### src/rtl/uart_pkg.sv
// rtl/uart_pkg.sv - shared UART constants and transmitter state encoding
package uart_pkg;

    localparam int DATA_BITS            = 8;
    // 100 MHz / 115200 baud; the receiver uses the same constant so both ends agree.
    localparam int DEFAULT_CLKS_PER_BIT = 868;

    typedef enum logic [1:0] {
        ST_IDLE  = 2'd0,
        ST_START = 2'd1,
        ST_DATA  = 2'd2,
        ST_STOP  = 2'd3
    } uart_state_e;

    // Terminal value of the 16-bit baud counter for a given bit period.
    function automatic logic [15:0] baud_last(input int clks_per_bit);
        return 16'(clks_per_bit - 1);
    endfunction

endpackage

### src/rtl/uart_tx_if.sv
// rtl/uart_tx_if.sv - byte valid/ready handshake into the transmitter
interface uart_tx_if;

    logic [uart_pkg::DATA_BITS-1:0] tx_data;
    logic                           tx_valid;
    logic                           tx_ready;

    modport master (
        output tx_data,
        output tx_valid,
        input  tx_ready
    );

    modport slave (
        input  tx_data,
        input  tx_valid,
        output tx_ready
    );

endinterface

### src/rtl/sync_fifo.sv
// rtl/sync_fifo.sv - single-clock show-ahead FIFO with occupancy count
module sync_fifo #(
    parameter int WIDTH = 8,
    parameter int DEPTH = 4
) (
    input  logic                   clk,
    input  logic                   xreset,
    input  logic                   wr_en,
    input  logic [WIDTH-1:0]       din,
    input  logic                   rd_en,
    output logic [WIDTH-1:0]       dout,
    output logic                   full,
    output logic                   empty,
    output logic [$clog2(DEPTH):0] count
);

    localparam int            AW      = $clog2(DEPTH);
    localparam logic [AW:0]   DEPTH_C = DEPTH[AW:0];

    logic [WIDTH-1:0] mem_q [DEPTH];
    logic [AW-1:0]    wr_ptr_q;
    logic [AW-1:0]    rd_ptr_q;
    logic [AW:0]      count_q;
    logic             do_wr;
    logic             do_rd;

    // A write while full is dropped even if a read frees a slot this cycle.
    assign do_wr = wr_en & ~full;
    assign do_rd = rd_en & ~empty;

    assign full  = (count_q == DEPTH_C);
    assign empty = (count_q == '0);
    assign count = count_q;
    assign dout  = mem_q[rd_ptr_q];

    // Pointers wrap naturally at DEPTH; count tracks occupancy.
    always_ff @(posedge clk) begin
        if (!xreset) begin
            wr_ptr_q <= '0;
            rd_ptr_q <= '0;
            count_q  <= '0;
        end else begin
            if (do_wr) begin
                wr_ptr_q <= wr_ptr_q + 1'b1;
            end
            if (do_rd) begin
                rd_ptr_q <= rd_ptr_q + 1'b1;
            end
            case ({do_wr, do_rd})
                2'b10:   count_q <= count_q + 1'b1;
                2'b01:   count_q <= count_q - 1'b1;
                default: ;
            endcase
        end
    end

    // Storage array; contents are don't-care until written, so no reset.
    always_ff @(posedge clk) begin
        if (do_wr) begin
            mem_q[wr_ptr_q] <= din;
        end
    end

endmodule

### src/rtl/uart_tx.sv
// rtl/uart_tx.sv - 8N1 serial transmitter with input byte FIFO
module uart_tx
    import uart_pkg::*;
#(
    parameter int CLKS_PER_BIT = DEFAULT_CLKS_PER_BIT,
    parameter int FIFO_DEPTH   = 4
) (
    input  logic       clk,
    input  logic       xreset,
    uart_tx_if.slave   tx,
    output logic       rs_tx,
    output logic       busy
);

    localparam logic [15:0] BAUD_LAST = baud_last(CLKS_PER_BIT);
    localparam logic [2:0]  BIT_LAST  = 3'(DATA_BITS - 1);
    localparam int          CW        = $clog2(FIFO_DEPTH) + 1;

    uart_state_e          state_q, state_d;
    logic [15:0]          baud_cnt_q, baud_cnt_d;
    logic [2:0]           bit_idx_q, bit_idx_d;
    logic [DATA_BITS-1:0] shift_q, shift_d;
    logic                 rs_tx_q, rs_tx_d;
    logic                 busy_q, busy_d;

    logic                 push;
    logic                 pop;
    logic                 baud_done;
    logic [DATA_BITS-1:0] fifo_dout;
    logic                 fifo_full;
    logic                 fifo_empty;
    logic [CW-1:0]        fifo_count;

    assign tx.tx_ready = ~fifo_full;
    assign push        = tx.tx_valid & tx.tx_ready;
    assign baud_done   = (baud_cnt_q == BAUD_LAST);

    assign rs_tx = rs_tx_q;
    assign busy  = busy_q;

    sync_fifo #(
        .WIDTH (DATA_BITS),
        .DEPTH (FIFO_DEPTH)
    ) u_fifo (
        .clk    (clk),
        .xreset (xreset),
        .wr_en  (push),
        .din    (tx.tx_data),
        .rd_en  (pop),
        .dout   (fifo_dout),
        .full   (fifo_full),
        .empty  (fifo_empty),
        .count  (fifo_count)
    );

    // State register plus the registered line and busy outputs; reset drops any frame.
    always_ff @(posedge clk) begin
        if (!xreset) begin
            state_q    <= ST_IDLE;
            baud_cnt_q <= '0;
            bit_idx_q  <= '0;
            shift_q    <= '0;
            rs_tx_q    <= 1'b1;
            busy_q     <= 1'b0;
        end else begin
            state_q    <= state_d;
            baud_cnt_q <= baud_cnt_d;
            bit_idx_q  <= bit_idx_d;
            shift_q    <= shift_d;
            rs_tx_q    <= rs_tx_d;
            busy_q     <= busy_d;
        end
    end

    // Next state: bit timing, shifting and FIFO pops; STOP chains straight into START.
    always_comb begin
        state_d    = state_q;
        baud_cnt_d = baud_cnt_q;
        bit_idx_d  = bit_idx_q;
        shift_d    = shift_q;
        pop        = 1'b0;
        case (state_q)
            ST_IDLE: begin
                if (!fifo_empty) begin
                    pop        = 1'b1;
                    shift_d    = fifo_dout;
                    baud_cnt_d = '0;
                    state_d    = ST_START;
                end
            end
            ST_START: begin
                if (baud_done) begin
                    baud_cnt_d = '0;
                    bit_idx_d  = '0;
                    state_d    = ST_DATA;
                end else begin
                    baud_cnt_d = baud_cnt_q + 16'd1;
                end
            end
            ST_DATA: begin
                if (baud_done) begin
                    baud_cnt_d = '0;
                    shift_d    = {1'b0, shift_q[DATA_BITS-1:1]};
                    if (bit_idx_q == BIT_LAST) begin
                        state_d = ST_STOP;
                    end else begin
                        bit_idx_d = bit_idx_q + 3'd1;
                    end
                end else begin
                    baud_cnt_d = baud_cnt_q + 16'd1;
                end
            end
            ST_STOP: begin
                if (baud_done) begin
                    baud_cnt_d = '0;
                    if (!fifo_empty) begin
                        pop     = 1'b1;
                        shift_d = fifo_dout;
                        state_d = ST_START;
                    end else begin
                        state_d = ST_IDLE;
                    end
                end else begin
                    baud_cnt_d = baud_cnt_q + 16'd1;
                end
            end
            default: begin
                state_d = ST_IDLE;
            end
        endcase
    end

    // Outputs decoded from the current state; registering them lags the FSM by one cycle.
    always_comb begin
        rs_tx_d = 1'b1;
        case (state_q)
            ST_START: rs_tx_d = 1'b0;
            ST_DATA:  rs_tx_d = shift_q[0];
            default:  rs_tx_d = 1'b1;
        endcase
        busy_d = (state_q != ST_IDLE) | (fifo_count != '0);
    end

endmodule

### src/flat_wrapper.sv
// flat-port wrapper written by rule: the top's interface ports become plain ports
module uart_tx_flat import uart_pkg::*;
#(
    parameter int CLKS_PER_BIT = DEFAULT_CLKS_PER_BIT,
    parameter int FIFO_DEPTH   = 4
)
  (clk, xreset, rs_tx, busy, tx_tx_data, tx_tx_valid, tx_tx_ready);
  uart_tx_if tx_i ();
  input  logic clk;
  input  logic xreset;
  output logic rs_tx;
  output logic busy;
  input wire logic [$bits(tx_i.tx_data)-1:0] tx_tx_data;
  input wire logic [$bits(tx_i.tx_valid)-1:0] tx_tx_valid;
  output wire logic [$bits(tx_i.tx_ready)-1:0] tx_tx_ready;
  assign tx_i.tx_data = tx_tx_data;
  assign tx_i.tx_valid = tx_tx_valid;
  assign tx_tx_ready = tx_i.tx_ready;
  uart_tx #(.CLKS_PER_BIT(CLKS_PER_BIT), .FIFO_DEPTH(FIFO_DEPTH)) u_core (.clk(clk), .xreset(xreset), .tx(tx_i), .rs_tx(rs_tx), .busy(busy));
endmodule
### config.mk
export PLATFORM = sky130hd
export DESIGN_NAME = uart_tx_flat
export DESIGN_NICKNAME = d
export VERILOG_FILES = /design/src/rtl/uart_pkg.sv /design/src/rtl/uart_tx_if.sv /design/src/rtl/sync_fifo.sv /design/src/rtl/uart_tx.sv /design/src/flat_wrapper.sv
export SDC_FILE = /design/constraint.sdc
export NUM_CORES = 1
export LEC_CHECK = 0
export ABC_CLOCK_PERIOD_IN_PS = 3100
export CORE_MARGIN = 2
export CORE_UTILIZATION = 60
export CTS_CLUSTER_SIZE = 12
export DETAILED_ROUTE_END_ITERATION = 12
export PLACE_DENSITY = 0.79
export SETUP_SLACK_MARGIN = 0.3
export SLEW_MARGIN = 20
export SYNTH_ARGS = -nofsm -noshare
export SYNTH_HDL_FRONTEND = slang
export SYNTH_SLANG_ARGS = --single-unit
### constraint.sdc
create_clock -name clk -period 3.1 [get_ports clk]
set_clock_uncertainty 0.05 [all_clocks]
set_input_delay 0.31 -clock clk [delete_from_list [all_inputs] [get_ports clk]]
set_output_delay 0.31 -clock clk [all_outputs]
set_load 0.03 [all_outputs]
==> metrics.md <==
| Metric | Value |
|---|---|
| Routed via count | 2,263 |
| Clock group share of total power | 0.215 |
| CTS root buf | clkbuf_8 |
| Ports | 14 |
| Post-route antenna net violation count | 0 |
| Most frequent cells in the layout | 40 x dfxtp_1, 32 x nand2_1, 32 x edfxtp_1 |
| H-tree Lvls | 3 |
| Syn Inst Count | slightly below 300 |
| Area Growth Syn to Fin | 11.02% |
| Remaining DRCs | 0 |
| CP Class | reg -> reg |
| Largest family of logic cells by synthesized area | simple AND/OR/NAND/NOR gates |
| Req. time, crit path | 3.32 ns |
| Max-capacitance violation count | 0 |
| Buf+Inv Stages, Crit Path | 1 |
| GRT overflow | 0 |
| CTS tree | done |
| Fraction of layout instances using a drive strength above 1 | 0.1355 |
| Period utilization | 0.8310 |
| Ys Warns | 0 |
| Die Wd | 79.20 µm |
| Commonest non-fill, non-tap cell in the layout | dfxtp_1 |
| Pre-CTS setup slack | 0.4956 ns |
| CTS Sinks | 72 |
| Die area | 6273 µm² |
| Final Core Density | 0.6884 |
| Antenna cell count | 0 |
| Reg power frac | 0.420 |
| Avg Inst Size Synth | 11.58 µm² |
| Final Cell Area | 3767 µm² |
| Max stage delay on crit path | 0.44 ns |
| Largest net degree at the start of global routing | 23 |
| Cell breakdown of the critical path | inv_1 -> ha_1 -> a41oi_4 -> nor2_1 -> ha_1 -> fa_1 -> xnor2_1 -> or3_1 -> a21oi_1 |
| Crit path max-delay family | adder cells |
| Switching part of the total | 0.3514 |
| GRT Total Usage | 0.2133 |
| CTS buffer count | 9 |
| Maximum clock rate | just under 400 MHz |
| Post-synth EDFFs | 32 |
| Final setup margin | 0.5239 ns |
| CORE AREA | between 5000 and 6000 µm² |
| Worst-path clk slew | about 0.080 ns |
| Slew Limit Fails | 0 |
| Slowest cell on crit path | fa_1 |
| Hold Path Class | reg -> reg |
| Crit path time final | 2.576 ns |
| Detailed placement HPWL | approximately 4200 µm |
| Simple-Gate Fraction of Synth Area | 0.1744 |
| Rows | 27 |
| WL per Instance | 15.79 µm |
| First-pass GRT wire length | 10,150 µm |
| Final hold vios | 0 |
| Final setup violation count | 0 |
| Register area share after synthesis | 0.5192 |
| Multiplexer area fraction after synthesis | 0.1117 |
| XOR/XNOR Fraction of Synth Area | 0.01291 |
| Nets | between 300 and 400 |
| #FFs+latches synth | 72 |
| Met1 WL | 2917 µm |
| Worst VDD drop | 0.5738 mV |
| Hold WS | 0.4161 ns |
| CP startpoint kind | register |
| Pwr/cell area | 820.1 nW/µm² |
| Async SR Flop Fraction | 0 |
| Final non-filler cell total | between 300 and 400 |
| Mapped Nets | roughly 320 |
| Post-synthesis cell type count | 49 |
| DRT Pass-1 Iters | 5 |
| Met2 WL post-DR | 2832 µm |
| Clk_lat worst skew | around 0.35 ns |
| Setup TNS Final | 0 ns |
| Status | finished, final reports clean |
| Ys flop type | dfxtp_1 |
| Max layer used | met4 |
| Post-Syn Area | 3393 µm² |
| Crit path max fanout | 9 |
| DRT Wirelength | just over 6000 µm |
| Int Pwr | 2.004 mW |
| Pleak | 1.347 nW |
| Initial antenna violation count | 0 |
| Vias per cell | 5.924 |
| Routed met3 length | 253 µm |
| Placed cell areas | 3578 µm² |
| Combinational share of power | 0.365 |
| GP Congestion | 0.8205 |
| Switching power | 1.086 mW |
| Post-placement cell count | between 300 and 400 |
| Layout fillers | 418 |
| Bufs on Longest Clock Path | 2 |
| Synth Area in Compound Gates | 0.09550 |
| Tot Pwr | 3.089 mW |
| RSZ-0062 raised after global routing | false |
| Worst slew margin | 0.5776 |
| Vias in the first global route | between 2,000 and 2,500 |
| Worst Tran Pin Value | between 0.6 and 0.7 ns |
| Port Buffer Count | 13 |
| Crit path DAT | 2.79 ns |
| Initial Utilization | 0.6200 |
| Crit-path most repeated cell | ha_1 |
| Crit path capture type | register |
| Die Y | between 70 and 80 µm |
| Adder-Cell Fraction of Synth Area | 0.05383 |
| DRT iter0 DRCs | 117 |
| Hold Buf Count CTS | 0 |
## flip-flops by register name, summed over array words and instances, names as in the netlist, named ones only
register / count
u_core.baud_cnt_q: 16
u_core.bit_idx_q: 3
u_core.busy: 1
u_core.rs_tx: 1
u_core.shift_q: 8
u_core.state_q: 2
u_core.u_fifo.count: 3
u_core.u_fifo.mem_q: 32
u_core.u_fifo.rd_ptr_q: 2
u_core.u_fifo.wr_ptr_q: 2
## final cells by class
cell class	count	area, µm²	share of cell area
clock inverters	7	53.80	0.01428
clock buffers	9	123.9	0.03288
flip-flops and latches	72	1762	0.4676
well taps	72	90.09	0.02391
repair buffers	17	160.2	0.04251
inverters	12	45.04	0.01196
multi-input cells	193	1533	0.4068
## cells by family after synthesis
kind of cell,Yosys count
compound gates,50
xor+xnor,5
fa+ha+maj,14
buf+inv,28
flops,72
mux,27
simple gates,97
## layer usage
metal	vias up	global-route usage
met2	42	0.3076
met4	0	0.07586
li1	1119	-
met3	2	0.06477
met5	-	0
met1	1100	0.3059
## tightest hold or removal path, delay by kind of cell (launching register included)
kind / cells / cell delay [ns]
muxes: 1 / 0.05
and+or+nand+nor: 1 / 0.05
DFF: 1 / 0.32
## power groups by stage
stage,clock network [mW],logic [mW],registers (mW)
3_5_place_dp,0,1.11,1.32
5_1_grt,0.718,1.25,1.32
2_1_floorplan,0,0.894,1.28
6_report,0.664,1.13,1.30
4_1_cts,0.676,1.12,1.30
3_3_place_gp,0,1.09,1.31
## final timing paths
| kind | end | start | slack [ns] | cells after the start |
|---|---|---|---|---|
| hold reg to reg | u_core.shift_q[0] | u_core.shift_q[0] | 0.42 | 2 |
| setup reg to reg | u_core.u_fifo.count[2] | u_core.state_q[0] | 0.52 | 9 |
| setup / recovery | u_core.u_fifo.count[2] | u_core.state_q[0] | 0.52 | 9 |
| hold / removal | u_core.shift_q[0] | u_core.shift_q[0] | 0.42 | 2 |
## synth_stat cells (2+ instances only)
cell type	instances	area, µm²
mux4_2	8	180.2
nand3_1	6	30.03
xor2_1	3	26.28
clkbuf_1	12	45.04
a21oi_1	10	50.05
or3_1	7	43.79
inv_1	11	41.29
o22ai_1	3	18.77
xnor2_1	2	17.52
ha_1	13	162.7
dfxtp_1	40	800.8
a41oi_1	2	17.52
nor2b_1	2	12.51
nand3b_1	2	15.01
o21ai_0	8	40.04
and4_1	5	43.79
or4b_1	4	40.04
a21o_1	2	15.01
a31oi_1	15	93.84
mux2_2	7	78.83
mux2i_1	12	120.1
buf_2	4	20.02
and3_1	8	50.05
nor2_1	12	45.04
o211ai_1	2	15.01
and2_1	2	12.51
edfxtp_1	32	960.9
nor4b_4	3	71.32
nand2_1	32	120.1
nand4_1	5	31.28
## timing repair
item / CTS / global route
resized for setup: 0 / 1
endpoints found under the setup margin: 0 / 1
buffers inserted: 0 / 0
Note: power is estimated with default switching activity, not from simulation.
